$ cat config.mk
export PLATFORM = sky130hd
export DESIGN_NAME = apb_cmd_requester_flat
export DESIGN_NICKNAME = d
export VERILOG_FILES = /design/src/rtl/apb_cmd_requester_if.sv /design/src/rtl/apb_cmd_requester.sv /design/src/flat_wrapper.sv
export SDC_FILE = /design/constraint.sdc
export NUM_CORES = 1
export LEC_CHECK = 0
export CAP_MARGIN = 20
export CORE_MARGIN = 8
export CORE_UTILIZATION = 44
export CTS_BUF_LIST = sky130_fd_sc_hd__clkbuf_8
export CTS_CLUSTER_DIAMETER = 120
export DETAILED_ROUTE_END_ITERATION = 8
export PLACE_DENSITY = 0.87
export SLEW_MARGIN = 20
export SYNTH_ARGS = -nofsm -noshare
export SYNTH_HDL_FRONTEND = slang
export SYNTH_SLANG_ARGS = --single-unit
$ cat constraint.sdc
create_clock -name pclk -period 2.1 [get_ports pclk]
set_clock_uncertainty 0.05 [all_clocks]
set_input_delay 0.21 -clock pclk [delete_from_list [all_inputs] [get_ports pclk]]
set_output_delay 0.21 -clock pclk [all_outputs]
set_load 0.02 [all_outputs]
$ cat src/rtl/apb_cmd_requester_if.sv
// Bundle of the command/response streams and the APB segment seen by apb_cmd_requester.
// master = requester side, slave = command source, response sink and APB completer.
interface apb_cmd_requester_if #(
  parameter int unsigned ADDR_WIDTH = 32,
  parameter int unsigned DATA_WIDTH = 32
) ();
  localparam int unsigned STRB_W = DATA_WIDTH / 8;

  logic                  cmd_valid;
  logic                  cmd_ready;
  logic                  cmd_write;
  logic [ADDR_WIDTH-1:0] cmd_addr;
  logic [DATA_WIDTH-1:0] cmd_wdata;
  logic [STRB_W-1:0]     cmd_strb;
  logic [2:0]            cmd_prot;
  logic                  cmd_nse;

  logic                  rsp_valid;
  logic                  rsp_ready;
  logic [DATA_WIDTH-1:0] rsp_rdata;
  logic                  rsp_err;
  logic                  rsp_tout;

  logic [ADDR_WIDTH-1:0] paddr;
  logic [2:0]            pprot;
  logic                  pnse;
  logic                  pwrite;
  logic [DATA_WIDTH-1:0] pwdata;
  logic [STRB_W-1:0]     pstrb;
  logic                  psel;
  logic                  penable;
  logic                  pready;
  logic                  pslverr;
  logic [DATA_WIDTH-1:0] prdata;

  modport master (
    input  cmd_valid, cmd_write, cmd_addr, cmd_wdata, cmd_strb, cmd_prot, cmd_nse,
    output cmd_ready,
    output rsp_valid, rsp_rdata, rsp_err, rsp_tout,
    input  rsp_ready,
    output paddr, pprot, pnse, pwrite, pwdata, pstrb, psel, penable,
    input  pready, pslverr, prdata
  );

  modport slave (
    output cmd_valid, cmd_write, cmd_addr, cmd_wdata, cmd_strb, cmd_prot, cmd_nse,
    input  cmd_ready,
    input  rsp_valid, rsp_rdata, rsp_err, rsp_tout,
    output rsp_ready,
    input  paddr, pprot, pnse, pwrite, pwdata, pstrb, psel, penable,
    output pready, pslverr, prdata
  );
endinterface

$ cat src/rtl/apb_cmd_requester.sv
// APB4/APB5 requester: one command in flight, SETUP->ACCESS, single response register.
// Define APB_REQ_TIMEOUT_EN to abort ACCESS phases that exceed TIMEOUT_CYCLES.
module apb_cmd_requester #(
  parameter int unsigned ADDR_WIDTH     = 32,
  parameter int unsigned DATA_WIDTH     = 32,
  parameter int unsigned TIMEOUT_CYCLES = 256
) (
  input logic                 pclk,
  input logic                 presetn,
  apb_cmd_requester_if.master bus
);
  localparam int unsigned STRB_W = DATA_WIDTH / 8;

  typedef enum logic [1:0] {StIdle, StSetup, StAccess} state_e;

  state_e                state_q;
  logic [ADDR_WIDTH-1:0] paddr_q;
  logic [DATA_WIDTH-1:0] pwdata_q;
  logic [STRB_W-1:0]     pstrb_q;
  logic [2:0]            pprot_q;
  logic                  pnse_q;
  logic                  pwrite_q;
  logic                  psel_q;
  logic                  penable_q;
  logic                  rsp_valid_q;
  logic [DATA_WIDTH-1:0] rsp_rdata_q;
  logic                  rsp_err_q;
  logic                  rsp_tout_q;
  logic                  cmd_ready;
  logic                  accept;
  logic                  tout_hit;

  assign cmd_ready = (state_q == StIdle) && (!rsp_valid_q || bus.rsp_ready);
  assign accept    = bus.cmd_valid && cmd_ready;

`ifdef APB_REQ_TIMEOUT_EN
  localparam int unsigned CNT_W = $clog2(TIMEOUT_CYCLES);
  logic [CNT_W-1:0] tout_cnt_q;
  assign tout_hit = (tout_cnt_q == CNT_W'(TIMEOUT_CYCLES - 1));
`else
  logic unused_tout_cfg;
  assign tout_hit        = 1'b0;
  assign unused_tout_cfg = ^TIMEOUT_CYCLES;
`endif

  always_ff @(posedge pclk) begin
    if (!presetn) begin
      state_q     <= StIdle;
      paddr_q     <= '0;
      pwdata_q    <= '0;
      pstrb_q     <= '0;
      pprot_q     <= '0;
      pnse_q      <= 1'b0;
      pwrite_q    <= 1'b0;
      psel_q      <= 1'b0;
      penable_q   <= 1'b0;
      rsp_valid_q <= 1'b0;
      rsp_rdata_q <= '0;
      rsp_err_q   <= 1'b0;
      rsp_tout_q  <= 1'b0;
`ifdef APB_REQ_TIMEOUT_EN
      tout_cnt_q  <= '0;
`endif
    end else begin
      // A response only exists while idle, so draining it never races a completion.
      if (rsp_valid_q && bus.rsp_ready) rsp_valid_q <= 1'b0;
      unique case (state_q)
        StIdle: begin
          if (accept) begin
            paddr_q   <= bus.cmd_addr;
            pwdata_q  <= bus.cmd_wdata;
            pstrb_q   <= bus.cmd_write ? bus.cmd_strb : '0;
            pprot_q   <= bus.cmd_prot;
            pnse_q    <= bus.cmd_nse;
            pwrite_q  <= bus.cmd_write;
            psel_q    <= 1'b1;
            penable_q <= 1'b0;
            state_q   <= StSetup;
          end
        end
        StSetup: begin
          penable_q <= 1'b1;
          state_q   <= StAccess;
`ifdef APB_REQ_TIMEOUT_EN
          tout_cnt_q <= '0;
`endif
        end
        StAccess: begin
          if (bus.pready) begin
            psel_q      <= 1'b0;
            penable_q   <= 1'b0;
            rsp_valid_q <= 1'b1;
            rsp_err_q   <= bus.pslverr;
            rsp_rdata_q <= pwrite_q ? '0 : bus.prdata;
            rsp_tout_q  <= 1'b0;
            state_q     <= StIdle;
          end else if (tout_hit) begin
            psel_q      <= 1'b0;
            penable_q   <= 1'b0;
            rsp_valid_q <= 1'b1;
            rsp_err_q   <= 1'b1;
            rsp_rdata_q <= '0;
            rsp_tout_q  <= 1'b1;
            state_q     <= StIdle;
          end else begin
`ifdef APB_REQ_TIMEOUT_EN
            tout_cnt_q <= tout_cnt_q + 1'b1;
`endif
          end
        end
        default: state_q <= StIdle;
      endcase
    end
  end

  assign bus.cmd_ready = cmd_ready;
  assign bus.paddr     = paddr_q;
  assign bus.pwdata    = pwdata_q;
  assign bus.pstrb     = pstrb_q;
  assign bus.pprot     = pprot_q;
  assign bus.pnse      = pnse_q;
  assign bus.pwrite    = pwrite_q;
  assign bus.psel      = psel_q;
  assign bus.penable   = penable_q;
  assign bus.rsp_valid = rsp_valid_q;
  assign bus.rsp_rdata = rsp_rdata_q;
  assign bus.rsp_err   = rsp_err_q;
  assign bus.rsp_tout  = rsp_tout_q;

endmodule

$ cat src/flat_wrapper.sv
// flat-port wrapper written by rule: the top's interface ports become plain ports
module apb_cmd_requester_flat 
#(
  parameter int unsigned ADDR_WIDTH     = 32,
  parameter int unsigned DATA_WIDTH     = 32,
  parameter int unsigned TIMEOUT_CYCLES = 256
)
  (pclk, presetn, bus_cmd_valid, bus_cmd_write, bus_cmd_addr, bus_cmd_wdata, bus_cmd_strb, bus_cmd_prot, bus_cmd_nse, bus_cmd_ready, bus_rsp_valid, bus_rsp_rdata, bus_rsp_err, bus_rsp_tout, bus_rsp_ready, bus_paddr, bus_pprot, bus_pnse, bus_pwrite, bus_pwdata, bus_pstrb, bus_psel, bus_penable, bus_pready, bus_pslverr, bus_prdata);
  apb_cmd_requester_if #(.ADDR_WIDTH(ADDR_WIDTH), .DATA_WIDTH(DATA_WIDTH)) bus_i ();
  input logic pclk;
  input logic presetn;
  input wire logic [$bits(bus_i.cmd_valid)-1:0] bus_cmd_valid;
  input wire logic [$bits(bus_i.cmd_write)-1:0] bus_cmd_write;
  input wire logic [$bits(bus_i.cmd_addr)-1:0] bus_cmd_addr;
  input wire logic [$bits(bus_i.cmd_wdata)-1:0] bus_cmd_wdata;
  input wire logic [$bits(bus_i.cmd_strb)-1:0] bus_cmd_strb;
  input wire logic [$bits(bus_i.cmd_prot)-1:0] bus_cmd_prot;
  input wire logic [$bits(bus_i.cmd_nse)-1:0] bus_cmd_nse;
  output wire logic [$bits(bus_i.cmd_ready)-1:0] bus_cmd_ready;
  output wire logic [$bits(bus_i.rsp_valid)-1:0] bus_rsp_valid;
  output wire logic [$bits(bus_i.rsp_rdata)-1:0] bus_rsp_rdata;
  output wire logic [$bits(bus_i.rsp_err)-1:0] bus_rsp_err;
  output wire logic [$bits(bus_i.rsp_tout)-1:0] bus_rsp_tout;
  input wire logic [$bits(bus_i.rsp_ready)-1:0] bus_rsp_ready;
  output wire logic [$bits(bus_i.paddr)-1:0] bus_paddr;
  output wire logic [$bits(bus_i.pprot)-1:0] bus_pprot;
  output wire logic [$bits(bus_i.pnse)-1:0] bus_pnse;
  output wire logic [$bits(bus_i.pwrite)-1:0] bus_pwrite;
  output wire logic [$bits(bus_i.pwdata)-1:0] bus_pwdata;
  output wire logic [$bits(bus_i.pstrb)-1:0] bus_pstrb;
  output wire logic [$bits(bus_i.psel)-1:0] bus_psel;
  output wire logic [$bits(bus_i.penable)-1:0] bus_penable;
  input wire logic [$bits(bus_i.pready)-1:0] bus_pready;
  input wire logic [$bits(bus_i.pslverr)-1:0] bus_pslverr;
  input wire logic [$bits(bus_i.prdata)-1:0] bus_prdata;
  assign bus_i.cmd_valid = bus_cmd_valid;
  assign bus_i.cmd_write = bus_cmd_write;
  assign bus_i.cmd_addr = bus_cmd_addr;
  assign bus_i.cmd_wdata = bus_cmd_wdata;
  assign bus_i.cmd_strb = bus_cmd_strb;
  assign bus_i.cmd_prot = bus_cmd_prot;
  assign bus_i.cmd_nse = bus_cmd_nse;
  assign bus_cmd_ready = bus_i.cmd_ready;
  assign bus_rsp_valid = bus_i.rsp_valid;
  assign bus_rsp_rdata = bus_i.rsp_rdata;
  assign bus_rsp_err = bus_i.rsp_err;
  assign bus_rsp_tout = bus_i.rsp_tout;
  assign bus_i.rsp_ready = bus_rsp_ready;
  assign bus_paddr = bus_i.paddr;
  assign bus_pprot = bus_i.pprot;
  assign bus_pnse = bus_i.pnse;
  assign bus_pwrite = bus_i.pwrite;
  assign bus_pwdata = bus_i.pwdata;
  assign bus_pstrb = bus_i.pstrb;
  assign bus_psel = bus_i.psel;
  assign bus_penable = bus_i.penable;
  assign bus_i.pready = bus_pready;
  assign bus_i.pslverr = bus_pslverr;
  assign bus_i.prdata = bus_prdata;
  apb_cmd_requester #(.ADDR_WIDTH(ADDR_WIDTH), .DATA_WIDTH(DATA_WIDTH), .TIMEOUT_CYCLES(TIMEOUT_CYCLES)) u_core (.pclk(pclk), .presetn(presetn), .bus(bus_i));
endmodule
==> results of run 1 <==
==> synthesized netlist by cell type (all sizes together) <==
| master | number | area (um^2) |
|---|---|---|
| ha | 3 | 37.5 |
| inv | 3 | 11.3 |
| buf | 18 | 154 |
| nor3b | 32 | 240 |
| nand2 | 147 | 552 |
| a2bb2oi | 1 | 8.76 |
| a21boi | 75 | 563 |
| o22ai | 1 | 6.26 |
| nor2 | 2 | 7.51 |
| clkbuf | 22 | 82.6 |
| and2 | 2 | 12.5 |
| and3 | 1 | 6.26 |
| mux2i | 2 | 20.0 |
| nor3 | 1 | 5.00 |
| a21oi | 34 | 170 |
| nor2b | 33 | 206 |
| dfxtp | 111 | 2220 |
| conb | 1 | 3.75 |
| o21ai | 1 | 5.00 |
| nand2b | 1 | 6.26 |
| nand3 | 6 | 35.0 |
==> state kept, by name, indices dropped and copies added, names as in the netlist <==
signal,count
u_core.bus.paddr,32
u_core.bus.penable,1
u_core.bus.pnse,1
u_core.bus.pprot,3
u_core.bus.psel,1
u_core.bus.pstrb,4
u_core.bus.pwdata,32
u_core.bus.pwrite,1
u_core.bus.rsp_err,1
u_core.bus.rsp_rdata,32
u_core.bus.rsp_valid,1
u_core.state_q,2
==> metal layers <==
metal | up-vias | GRT usage (%) | part of all wire (%)
met4 | 0 | 8.41 | 2.9
met2 | 129 | 35.7 | 51
met1 | 1849 | 19.2 | 38
li1 | 2017 | - | -
met3 | 24 | 5.94 | 7.7
met5 | - | 0 | 0
==> cell type report <==
type / count / area (um^2)
clock buffers: 11 / 151
clock inverters: 4 / 46.3
fillers: 738 / 2870
inverters: 3 / 11.3
multi-input cells: 343 / 1890
flip-flops and latches: 111 / 2220
well taps: 133 / 166
repair buffers: 230 / 2320
==> how the worst max path moves through the flow <==
stage	from	to	slack [ns]	cells past startpoint
floorplan	u_core.state_q[0]$_SDFFE_PN0P_	u_core.bus.psel$_SDFFE_PN0P_	0.71	7
global placement	bus_rsp_ready	bus_cmd_ready	0.28	4
detailed placement	bus_rsp_ready	bus_cmd_ready	0.28	4
CTS	u_core.state_q[0]$_SDFFE_PN0P_	bus_cmd_ready	0.04	4
global route	u_core.state_q[0]$_SDFFE_PN0P_	u_core.bus.penable$_SDFFE_PN0P_	0.34	6
finish	u_core.state_q[0]$_SDFFE_PN0P_	bus_cmd_ready	0.45	4
==> logic make-up (layout without fill, tap and decap cells) <==
kind of cell    after synthesis  after routing  synth area share (%)
simple gates                225            225                  24.6
fa+ha+maj                     3              3                 0.862
mux                           2              2                 0.460
buf+inv                      43            248                  5.69
flops                       111            111                  51.0
other cells                   1              1                0.0861
compound gates              112            112                  17.3
==> power by group <==
part | switching, mW | internal (mW) | total (mW)
Clock | 0.662 | 0.605 | 1.27
Combinational | 0.597 | 0.610 | 1.21
Sequential | 0.0752 | 2.25 | 2.33
==> through the flow <==
| stage | hold WS, ns | instances | worst slack (ns) |
|---|---|---|---|
| floorplan | 0.295 | 497 | 0.715 |
| global placement | 0.389 | 820 | 0.283 |
| detailed placement | 0.394 | 820 | 0.279 |
| CTS | 0.250 | 835 | 0.0368 |
| global route | 0.263 | 835 | 0.339 |
| finish | 0.272 | 835 | 0.450 |
==> what timing repair did <==
item,in CTS,in global routing
setup endpoints to repair,1,1
hold buffers,0,0
pin swaps,0,0
resized for setup,1,1
gates cloned,0,0
==> summary.md, run 1 <==
| Metric | Value |
|---|---|
| Status | `completed` |
| Post-route cell area | `slightly below 7000 um^2` |
| Final GP Congestion | `0.764` |
| Postcts setup bufs | `0` |
| Maximum vdd drop | `just over 400 uV` |
| Die X-Extent | `115 um` |
| R2R depth | `6` |
| Start of the worst register-to-register path | `u_core.state_q[0]$_SDFFE_PN0P_` |
| TNS Setup | `0 ns` |
| #FFs+latches synth | `111` |
| Largest net degree at the start of global routing | `56` |
| Synth Net Count | `611` |
| R2r endpoint | `u_core.bus.penable$_SDFFE_PN0P_` |
| Critical-path cell with the highest stage delay | `dfxtp_1` |
| DR WL/cell | `15.7 um` |
| Num rows | `36` |
| Period Utilization, post-route | `78.6%` |
| IO Port Bufs | `220` |
| Unrepaired setup endpoints after global routing | `false` |
| Syn. warnings | `0` |
| Die footprint | `about 13000 um^2` |
| Post-synthesis sequential area ratio | `51.0%` |
| Antenna diode count | `0` |
| HP Start | `presetn` |
| Mapped Cells | `about 500` |
| CTS Buf Count | `9` |
| Reg2Reg Setup Slack | `0.47 ns` |
| Fin crit period | `1.65 ns` |
| Final Hold Viols | `0` |
| Crit path max fanout | `6` |
| Die Ht | `around 120 um` |
| WP data arrival | `around 1.4 ns` |
| Power, Total | `4.80 mW` |
| Total I/O pin count | `222` |
| Hold EP | `u_core.bus.pwdata[15]$_SDFFE_PN0P_` |
| Max-slew violations | `0` |
| Dpl hpwl | `10000 um` |
| Wirelength, routed | `13100 um` |
| Fraction of layout cells with a size suffix above 1 | `4.13%` |
| Area grow syn2layout | `56.4%` |
| GR Overflow Total | `0` |
| Vias per std cell | `slightly below 5` |
| Syn avg cell area | `a little under 9 um^2` |
| Depth of the worst hold-timing path | `2` |
| Most common cell after layout, fill and taps aside | `clkdlybuf4s50_1` |
| Critical path class | `reg2out` |
| Residual DRC | `0` |
| First-pass GRT wire length | `about 20000 um` |
| Total global-route track usage | `19.2%` |
| HP Class | `in2reg` |
| Commonest non-fill, non-tap cells in the layout | `clkdlybuf4s50_1, nand2_1, dfxtp_1` |
| Vias in the first global route | `4114` |
| Drt first-iter violations | `141` |
| Crit path required time | `approximately 1.8 ns` |
| Leakage | `2.46 nW` |
| Max cap viols | `0` |
| Antenna-violating nets left | `0` |
| Core Area | `9680 um^2` |
| Nets | `approximately 810` |
| Synth Cell Area | `4360 um^2` |
| Max Freq | `0.606 GHz` |
| Initial antenna violation count | `0` |
| Root Buffer | `clkbuf_8` |
| Htree depth | `3` |
| PwrDens | `704 nW/um^2` |
| Pre-Repair DR Iteration Count | `4` |
| Crit path launch type | `flip-flop` |
| CP max stage delay | `0.33 ns` |
| Largest delay contributor family on the critical path | `flip-flops` |
| Fin util | `a little over 70%` |
| Worst Path Buf+Inv | `2` |
| TritonCTS Sinks | `111` |
| Worst skew pair latency | `0.36 ns` |
| CP Capture Type | `output port` |
| CTS clk-pin slew, worst paths | `0.10 ns` |
| Worst-path cell chain | `inv_1, ha_2, and2_1, dlymetal6s2s_1` |
| Starting density of the core | `around 45%` |
| Via count | `4019` |
| Unique masters post-synth | `25` |
| Post-DP Area | `approximately 6600 um^2` |
| # setup viols final | `0` |
| Max Root-Sink Buffers | `2` |
| CTS tree | `built` |
No activity file was read; power rests on OpenSTA's default activity.
==> run 2, diff against run 1 <==
- CORE_UTILIZATION: 44 -> 37
- PLACE_DENSITY: 0.87 -> 0.78
- clock period: 2.1 -> 1.45 ns (I/O delays scaled with it)
==> summary.md, run 2 (same netlist as run 1, synthesis figures left out) <==
| Metric | Value |
|---|---|
| HP Class | `in2reg (unchanged)` |
| Unrepaired setup endpoints after global routing | `true (was false)` |
| Max_slew headroom | `63.7%` |
| Via count | `4282 (was 4019)` |
| Max Freq | `0.666 GHz` |
| Starting density of the core | `38.0% (was 45.0%)` |
| Critical path class | `reg2reg (was reg2out)` |
| Final Hold Viols | `0 (unchanged)` |
| Most common cell after layout, fill and taps aside | `nand2_1 (was clkdlybuf4s50_1)` |
| Antenna diode count | `0 (unchanged)` |
| Area grow syn2layout | `77.4% (was 56.4%)` |
| Crit path required time | `1.67 ns (was 1.84 ns)` |
| Crit path launch type | `flip-flop (unchanged)` |
| Htree depth | `3 (unchanged)` |
| Drt first-iter violations | `249 (was 141)` |
| Antenna-violating nets left | `0 (unchanged)` |
| Worst skew pair latency | `0.37 ns (was 0.36 ns)` |
| Switch share | `28.8% (was 27.8%)` |
| CTS tree | `built (unchanged)` |
| Die footprint | `15500 um^2 (was 13300 um^2)` |
| Core Area | `11500 um^2 (was 9680 um^2)` |
| Maximum vdd drop | `800 uV (was 409 uV)` |
| Wirelength, routed | `15800 um (was 13100 um)` |
| Die X-Extent | `124 um (was 115 um)` |
| GR Overflow Total | `0 (unchanged)` |
| Reg power frac | `43.9% (was 48.4%)` |
| Leakage | `3.34 nW (was 2.46 nW)` |
| Max-slew violations | `0 (unchanged)` |
| Fin crit period | `around 1.5 ns` |
| Hold_ws | `0.251 ns (was 0.272 ns)` |
| CP Capture Type | `flip-flop (was output port)` |
| R2r endpoint | `u_core.bus.rsp_rdata[31]$_SDFFE_PN0P_ (was u_core.bus.penable$_SDFFE_PN0P_)` |
| Initial antenna violation count | `0 (unchanged)` |
| Reg2Reg Setup Slack | `-0.05 ns (was 0.47 ns)` |
| Nets | `840 (was 812)` |
| WP data arrival | `1.72 ns (was 1.39 ns)` |
| Failing checks | `negative setup slack` |
| Die Ht | `124 um (was 115 um)` |
| Commonest non-fill, non-tap cells in the layout | `nand2_1, clkdlybuf4s50_1, dlygate4sd2_1, dfxtp_1, a21boi_1 (was clkdlybuf4s50_1, nand2_1, dfxtp_1)` |
| Period Utilization, post-route | `104%` |
| Status | `finished with violations (was completed)` |
| Residual DRC | `0 (unchanged)` |
| R2R depth | `8 (was 6)` |
| CTS clk-pin slew, worst paths | `0.11 ns (was 0.10 ns)` |
| Worst setup path start | `u_core.state_q[0]$_SDFFE_PN0P_ (unchanged)` |
| CTS Buf Count | `9 (unchanged)` |
| Slew @ Worst Pin | `0.544 ns` |
| Max cap viols | `0 (unchanged)` |
| Root Buffer | `clkbuf_8 (unchanged)` |
| Max Root-Sink Buffers | `2 (unchanged)` |
| DR WL/cell | `18.1 um (was 15.7 um)` |
| Internal Power | `5.46 mW (was 3.46 mW)` |
| Vias in the first global route | `4319 (was 4114)` |
| Sequential Area | `2220 um^2 (about the same)` |
| Critical path endpoint | `u_core.bus.rsp_rdata[31]$_SDFFE_PN0P_ (was bus_cmd_ready)` |
| Crit path max fanout | `8 (was 6)` |
| Total global-route track usage | `18.0% (was 19.2%)` |
| Power, Total | `7.66 mW (was 4.80 mW)` |
| Multi-input logic area | `2360 um^2 (was 1890 um^2)` |
| Start of the worst register-to-register path | `u_core.state_q[0]$_SDFFE_PN0P_ (unchanged)` |
| Num rows | `39 (was 36)` |
| Largest net degree at the start of global routing | `113 (was 56)` |
| Final GP Congestion | `0.742 (was 0.764)` |
| Dpl hpwl | `9950 um (was 10000 um)` |
| Vias per std cell | `4.90 (was 4.81)` |
| Fraction of layout cells with a size suffix above 1 | `17.6% (was 4.13%)` |
| Worst Slack Setup Final | `-0.0522 ns (was 0.450 ns)` |
| Pre-Repair DR Iteration Count | `4 (unchanged)` |
| IO Port Bufs | `220 (unchanged)` |
| Total I/O pin count | `222 (unchanged)` |
| PwrDens | `992 nW/um^2 (was 704 nW/um^2)` |
| Clk pwr share | `28.5% (was 26.4%)` |
| # setup viols final | `17 (was 0)` |
| First-pass GRT wire length | `22900 um (was 20400 um)` |
| Combinational group share of total power | `27.5% (was 25.2%)` |
| TritonCTS Sinks | `111 (unchanged)` |
| Fillers | `943 (was 738)` |
| Switching power | `2.21 mW (was 1.33 mW)` |
## run 2: power by group through the flow
stage	logic (mW)	clock network, mW	registers, mW
final	2.11	2.19	3.37
after global routing	2.25	2.38	3.40
after CTS	1.90	2.25	3.36
after detailed placement	1.81	0	3.44
after global placement	1.78	0	3.43
after floorplan	0.668	0	3.68
## run 2: worst min-delay path by stage
stage / from / endpoint / depth (start not counted)
3_3_place_gp: u_core.bus.paddr[9]$_SDFFE_PN0P_ / u_core.bus.paddr[9]$_SDFFE_PN0P_ / 2
3_5_place_dp: u_core.bus.pprot[0]$_SDFFE_PN0P_ / u_core.bus.pprot[0]$_SDFFE_PN0P_ / 2
2_1_floorplan: bus_cmd_addr[28] / u_core.bus.paddr[28]$_SDFFE_PN0P_ / 2
6_report: presetn / u_core.bus.pstrb[3]$_SDFFE_PN0P_ / 3
4_1_cts: bus_cmd_nse / u_core.bus.pnse$_SDFFE_PN0P_ / 3
5_1_grt: bus_cmd_addr[20] / u_core.bus.paddr[20]$_SDFFE_PN0P_ / 3
## run 2: final cells by class
class / count / share of cell area [%]
timing repair buffer: 257 / 35.1
multi-input combinational: 344 / 30.5
sequential: 111 / 28.8
tap: 143 / 2.32
clock buffer: 9 / 1.60
clock inverter: 7 / 1.46
inverter: 3 / 0.146
## run 2: what timing repair did
action,4_1_cts,5_1_grt
pin swaps,18,26
setup endpoints to repair,207,63
buffers inserted,3,2
endpoints found under the hold margin,0,0
hold buffers,0,0
gates resized for setup,181,52
gates cloned,6,12
## run 2: worst max-delay path, cell delays in order (launching register included)
cell	delay, ns
dfxtp_2	0.34
inv_2	0.07
buf_6	0.10
ha_4	0.16
nand2_8	0.11
buf_6	0.18
buf_16	0.14
a21oi_2	0.15
nor2b_1	0.07
## run 2: metal layers
metal | global-route usage (%) | wire length, um | share of wire [%]
met5 | 0 | 0 | 0
met3 | 5.79 | 1080 | 6.8
met1 | 19.6 | 6330 | 40
met4 | 8.43 | 474 | 3.0
met2 | 31.1 | 7920 | 50
## run 2: stage by stage
stage / TNS, ns / util, % / setup slack, ns / cells / cell area [um^2]
2_1_floorplan: 0 / - / 0.0649 / 497 / 4360
4_1_cts: -0.112 / 63.1 / -0.0333 / 861 / 7240
5_1_grt: -2.83 / 67.4 / -0.116 / 874 / 7730
3_5_place_dp: -16.38 / 58.3 / -0.267 / 836 / 6680
6_report: -0.328 / 67.4 / -0.0522 / 874 / 7730
3_3_place_gp: -11.32 / 58.3 / -0.184 / 836 / 6680
==> RTL edit 1: new RTL, config.mk and constraints of run 1 <==
Build with the macro `APB_REQ_TIMEOUT_EN` defined.
--- a/src/rtl/apb_cmd_requester.sv
+++ b/src/rtl/apb_cmd_requester.sv
@@ -1,5 +1,7 @@
 // APB4/APB5 requester: one command in flight, SETUP->ACCESS, single response register.
 // Define APB_REQ_TIMEOUT_EN to abort ACCESS phases that exceed TIMEOUT_CYCLES.
+`define APB_REQ_TIMEOUT_EN
+
 module apb_cmd_requester #(
   parameter int unsigned ADDR_WIDTH     = 32,
   parameter int unsigned DATA_WIDTH     = 32,
Function: same outputs for any inputs over 10 cycles, from zero or initial values and one cycle with presetn low; that may be too few to reach the edited logic, so the function may still have changed.
==> RTL edit 1 against run 1 <==
  * Sequential share of layout area rose by 1.1 points
  * Worst hold slack barely moved
  * Design area rose by 4.7%
  * Power rose by 26%
  * Worst setup slack got worse by 0.19 ns
  * Register-to-register slack got worse by 0.14 ns
  * Sequential cell count rose by 9
  * Synthesized area fell by 1.1%
  * Wire length rose by 17%
  * Critical path type unchanged
  * Critical endpoint unchanged
  * Largest cell class is now flip-flops and latches
==> RTL edit 1: results (changes against run 1) <==
Run status
  • Status: finished clean

Critical path
  • Crit path capture: bus_cmd_ready
  • R2r worst-path depth: 6 (unchanged)
  • RR Endpoint: u_core.state_q[0]
  • RR Startpoint: u_core.state_q[0]
  • Data arrival time of the worst path: 1.58 ns (+0.19 ns)
  • Reg2Reg Setup Slack: 0.33 ns (-0.14 ns)
  • CP max FO: 3 (-3)
  • CP Launch Type: flop

Timing
  • Least-Margin Pin Slew: 0.507 ns

Synthesis
  • Synth area leaders: dfxtp_1, nand2_1, a21oi_1, a22o_2, buf_2
  • Post-synth EDFFs: 0 (unchanged)
  • Synth top cells by count: nand2_1, dfxtp_1, a21oi_1
  • Async SR Flop Fraction: 0 (unchanged)
  • Register area share after synthesis: 0.557 (+0.0473)
  • Synth Net Count: 599 (-2.0%)
  • Yosys cell types: 34 (+36%)
  • Yosys Warn Count: 0 (unchanged)
  • Synthesized instance count: 484 (-2.6%)

Pwr
  • Switching share of power: 0.277 (-0.00143)
  • LEAKAGE: 2.66 nW (+7.9%)
  • Peak supply drop: 0.497 mV (+21%)

Drt
  • Via density: 5.07 (+5.3%)
  • Pre-antenna DRT Iters: 4 (unchanged)
  • Wire per inst: 18.0 um (+14%)
  • Antenna-violating nets left: 0 (unchanged)
  • Number of DRC markers in iteration 0: 258 (+83%)

Global routing
  • Total global-route track usage: 0.223 (+0.0311)
  • Largest net degree at the start of global routing: 52 (-7.1%)
  • First-pass GRT wire length: 22900 um (+12%)
  • Initial antenna violation count: 1 (+1)
  • Vias in the first global route: 4441 (+7.9%)

Place
  • Port buffer count: 221 (+0.45%)
  • Dpl hpwl: 11300 um (+13%)
  • Placed cell count: 817 (-0.37%)
  • Cell Area, Placed: 6680 sq um (+1.0%)
  • Global placement routability congestion: 0.855 (+12%)

Finish
  • Share of layout cells above drive strength 1: 0.109 (+0.0676)
  • Post-Layout Cell Count: 850 (+1.8%)
  • Fillcell total: 694 (-6.0%)

CTS
  • CTS max path bufs: 2 (unchanged)
  • Worst-skew pair later-pin latency: 0.43 ns (+0.07 ns)
  • Clk slew on worst S/H paths: 0.07 ns (-0.03 ns)
  • Root Driver: clkbuf_8
  • Max H-tree Level: 4 (+1)
  • CTS Buf Count: 17 (+8)

Hold path
  • Hold WC Path Type: in -> reg
==> RTL edit 1: layout make-up <==
cell class | count | area [sq um] | share of cell area
clock inverter | 13 | 191 | 0.0268
inverter | 4 | 15.0 | 0.00211
multi-input combinational | 327 | 1730 | 0.242
tap | 133 | 166 | 0.0233
clock buffer | 19 | 262 | 0.0367
sequential | 120 | 2400 | 0.337
timing repair buffer | 233 | 2360 | 0.331
antenna | 1 | 2.50 | 0.000351
==> RTL edit 1: power by group through the flow <==
stage          logic (mW)  registers, mW  clock network (mW)
2_1_floorplan       0.396           2.72                   0
4_1_cts              1.23           2.50                2.39
5_1_grt              1.30           2.52                2.51
6_report             1.22           2.50                2.36
3_3_place_gp         1.19           2.54                   0
3_5_place_dp         1.22           2.55                   0
==> RTL edit 1: how the worst min path moves through the flow <==
stage | start | endpoint | slack [ns] | depth (start not counted)
final | bus_cmd_wdata[3] | u_core.bus.pwdata[3] | 0.27 | 3
after detailed placement | u_core.bus.paddr[24] | u_core.bus.paddr[24] | 0.40 | 2
after global routing | bus_cmd_wdata[3] | u_core.bus.pwdata[3] | 0.26 | 3
after floorplan | presetn | u_core.bus.rsp_tout | 0.27 | 2
after CTS | bus_cmd_addr[22] | u_core.bus.paddr[22] | 0.25 | 3
after global placement | u_core.bus.pstrb[2] | u_core.bus.pstrb[2] | 0.39 | 2
==> RTL edit 1: what timing repair did <==
item	in CTS	in global routing
setup buffers	0	0
resized for setup	1	0
setup endpoints to repair	1	0
==> RTL edit 1: metal layers <==
layer	share of wire	vias to the layer above	track usage	wire (um)
li1	-	2089	-	-
met2	0.52	166	0.404	8000
met3	0.096	16	0.0924	1470
met5	0	-	0	0
met4	0.017	0	0.0981	266
met1	0.36	2039	0.218	5530
==> RTL edit 1: worst max-delay path, stage by stage, from the launching register on <==
cell           delay [ns]
dfxtp_1              0.37
inv_1                0.08
ha_1                 0.24
and2_1               0.15
dlygate4sd2_1        0.31
==> RTL edit 1: metrics by stage <==
stage                     setup slack (ns)  hold slack [ns]  total power, mW
final                                0.258            0.271             6.07
after floorplan                      0.566            0.274             3.11
after global routing                 0.191            0.259             6.33
after CTS                            0.231            0.248             6.12
after global placement               0.275            0.390             3.73
after detailed placement             0.275            0.396             3.77
==> RTL edit 1: kinds of logic (layout without fill, tap and decap cells) <==
group | count (synthesis) | count (layout) | synth area share
flops | 120 | 120 | 0.557
buf+inv | 37 | 269 | 0.0438
fa+ha+maj | 4 | 4 | 0.0116
other cells | 0 | 1 | 0
simple gates | 186 | 186 | 0.177
mux | 2 | 2 | 0.00465
compound gates | 135 | 135 | 0.206
==> RTL edit 2: new RTL, flow settings as in run 1 <==
Made on the original files. Make the reset (`presetn`) asynchronous in one clocked block.
--- a/src/rtl/apb_cmd_requester.sv
+++ b/src/rtl/apb_cmd_requester.sv
@@ -43,7 +43,7 @@
   assign unused_tout_cfg = ^TIMEOUT_CYCLES;
 `endif
 
-  always_ff @(posedge pclk) begin
+  always_ff @(posedge pclk or negedge presetn) begin
     if (!presetn) begin
       state_q     <= StIdle;
       paddr_q     <= '0;
Formal check against the unedited RTL: differs if presetn is asserted again (counterexample within 4 cycles, from zero or initial values and one cycle with presetn low); with presetn held inactive, the same outputs for 10 cycles.
==> RTL edit 2 against run 1 <==
  * Die area increased by 2.0%
  * Synthesized area increased by 2.3%
  * Critical endpoint unchanged
  * Sequential cell count unchanged
  * First-iteration DRC count decreased by 28%
  * Largest cell class is now flip-flops and latches
  * Design area increased by 3.0%
  * Worst setup slack got worse by 0.34 ns
  * Non-clock buffer count decreased by 1
  * Wire length decreased by 1.8%
  * Critical path depth increased by 1
Power is not compared: it rests on default switching activity, and its combinational part moved more than twofold at a synthesized area within 25%.
==> RTL edit 2: results (changes against run 1) <==
Critical path
  • CP max FO: 6 (unchanged)
  • Slowest CP cell: dfrtp_1
  • Crit-path max cell delay: 0.41 ns (+0.08 ns)
  • Data arrival time of the worst path: 1.73 ns (+0.34 ns)
  • Critical path's top delay family: buffers and inverters

Drt
  • Top sig layer: met4
  • Met2 wire length: 6530 um (-3.2%)
  • Vias: 3374 (-16%)
  • Met1 Routed Length: 4580 um (-7.9%)
  • Wire per inst: 18.4 um (+17%)
  • DR WL met3: 1340 um (+32%)
  • Number of DRC markers in iteration 0: 102 (-28%)

Synthesis
  • Main synth FF type: dfrtp_1
  • Yosys cell types: 26 (+4.0%)
  • Register area share after synthesis: 0.623 (+0.113)
  • Async SR Flop Fraction: 1.00 (+1.00)
  • Synth area leaders: dfrtp_1, mux2_2, nand2b_1, o21ai_0, nand2_1
  • Synth Area in Adders: 0.00842 (-0.000194)
  • Synthesized instance count: 339 (-32%)
  • Synth Net Count: 453 (-26%)
  • Multiplexer share of the synthesized area: 0.179 (+0.175)
  • Post-synthesis compound-gate area fraction: 0.0570 (-0.116)
  • Synth top cells by count: dfrtp_1, mux2_2, o21ai_0

Global routing
  • Vias in the first global route: 3661 (-11%)
  • M1 GR Usage: 0.196 (+0.00338)
  • First-pass GRT wire length: 19500 um (-4.5%)
  • Largest net degree at the start of global routing: 55 (-1.8%)
  • Initial antenna violation count: 0 (unchanged)
  • Global Route met3 Usage: 0.0631 (+0.00368)
  • Total global-route track usage: 0.188 (-0.00390)
  • Met2 Resource Use GR: 0.331 (-0.0253)

Finish
  • Share of layout cells above drive strength 1: 0.165 (+0.123)
  • Utilization after layout: 0.715 (+0.0111)
  • Fillcell total: 726 (-1.6%)
  • Post-Layout Cell Count: 698 (-16%)
  • Nets: 674 (-17%)

Pwr
  • Power, Total: 11.0 mW

CTS
  • Hold Buf Count CTS: 1 (+1)
  • Max H-tree Level: 3 (unchanged)
  • CTS Buf Count: 9 (unchanged)
  • Clk slew on worst S/H paths: 0.10 ns (about the same)
  • # Post-CTS Setup Buffers: 0 (unchanged)

Place
  • Global placement routability congestion: 0.859 (+12%)
  • Pre-CTS setup slack: 0.176 ns (-0.102 ns)
  • Dpl hpwl: 10100 um (+1.2%)
  • Cell Area, Placed: 6780 sq um (+2.6%)
  • Placed cell count: 681 (-17%)

Hold path
  • Hold WC Path Type: in -> async

Timing
  • Least-Margin Pin Slew: 0.567 ns

Run status
  • Status: finished clean
## RTL edit 2: worst paths after layout
check	startpoint	endpoint	slack, ns	cells past startpoint
max	u_core.state_q[0]	bus_cmd_ready	0.11	5
min	presetn	u_core.bus.paddr[10]	0.34	2
max reg2reg	u_core.state_q[0]	u_core.bus.pwdata[23]	0.17	6
min reg2reg	u_core.bus.rsp_rdata[31]	u_core.bus.rsp_rdata[31]	0.44	2
max in group asynchronous	presetn	u_core.bus.rsp_rdata[6]	0.98	3
min in group pclk	bus_prdata[5]	u_core.bus.rsp_rdata[5]	0.35	3
## RTL edit 2: cells by family (layout without fill, tap and decap cells)
kind of cell,count (synthesis),in the layout
buf+inv,22,248
mux,71,71
compound gates,48,48
flops,111,111
simple gates,83,83
fa+ha+maj,3,3
other cells,1,1
## RTL edit 2: layout make-up
cell class,instances,share of cell area
clock buffers,10,0.0196
clock inverters,6,0.0130
inverters,3,0.00160
multi-input cells,206,0.218
flip-flops and latches,111,0.396
well taps,133,0.0237
repair buffers,229,0.329
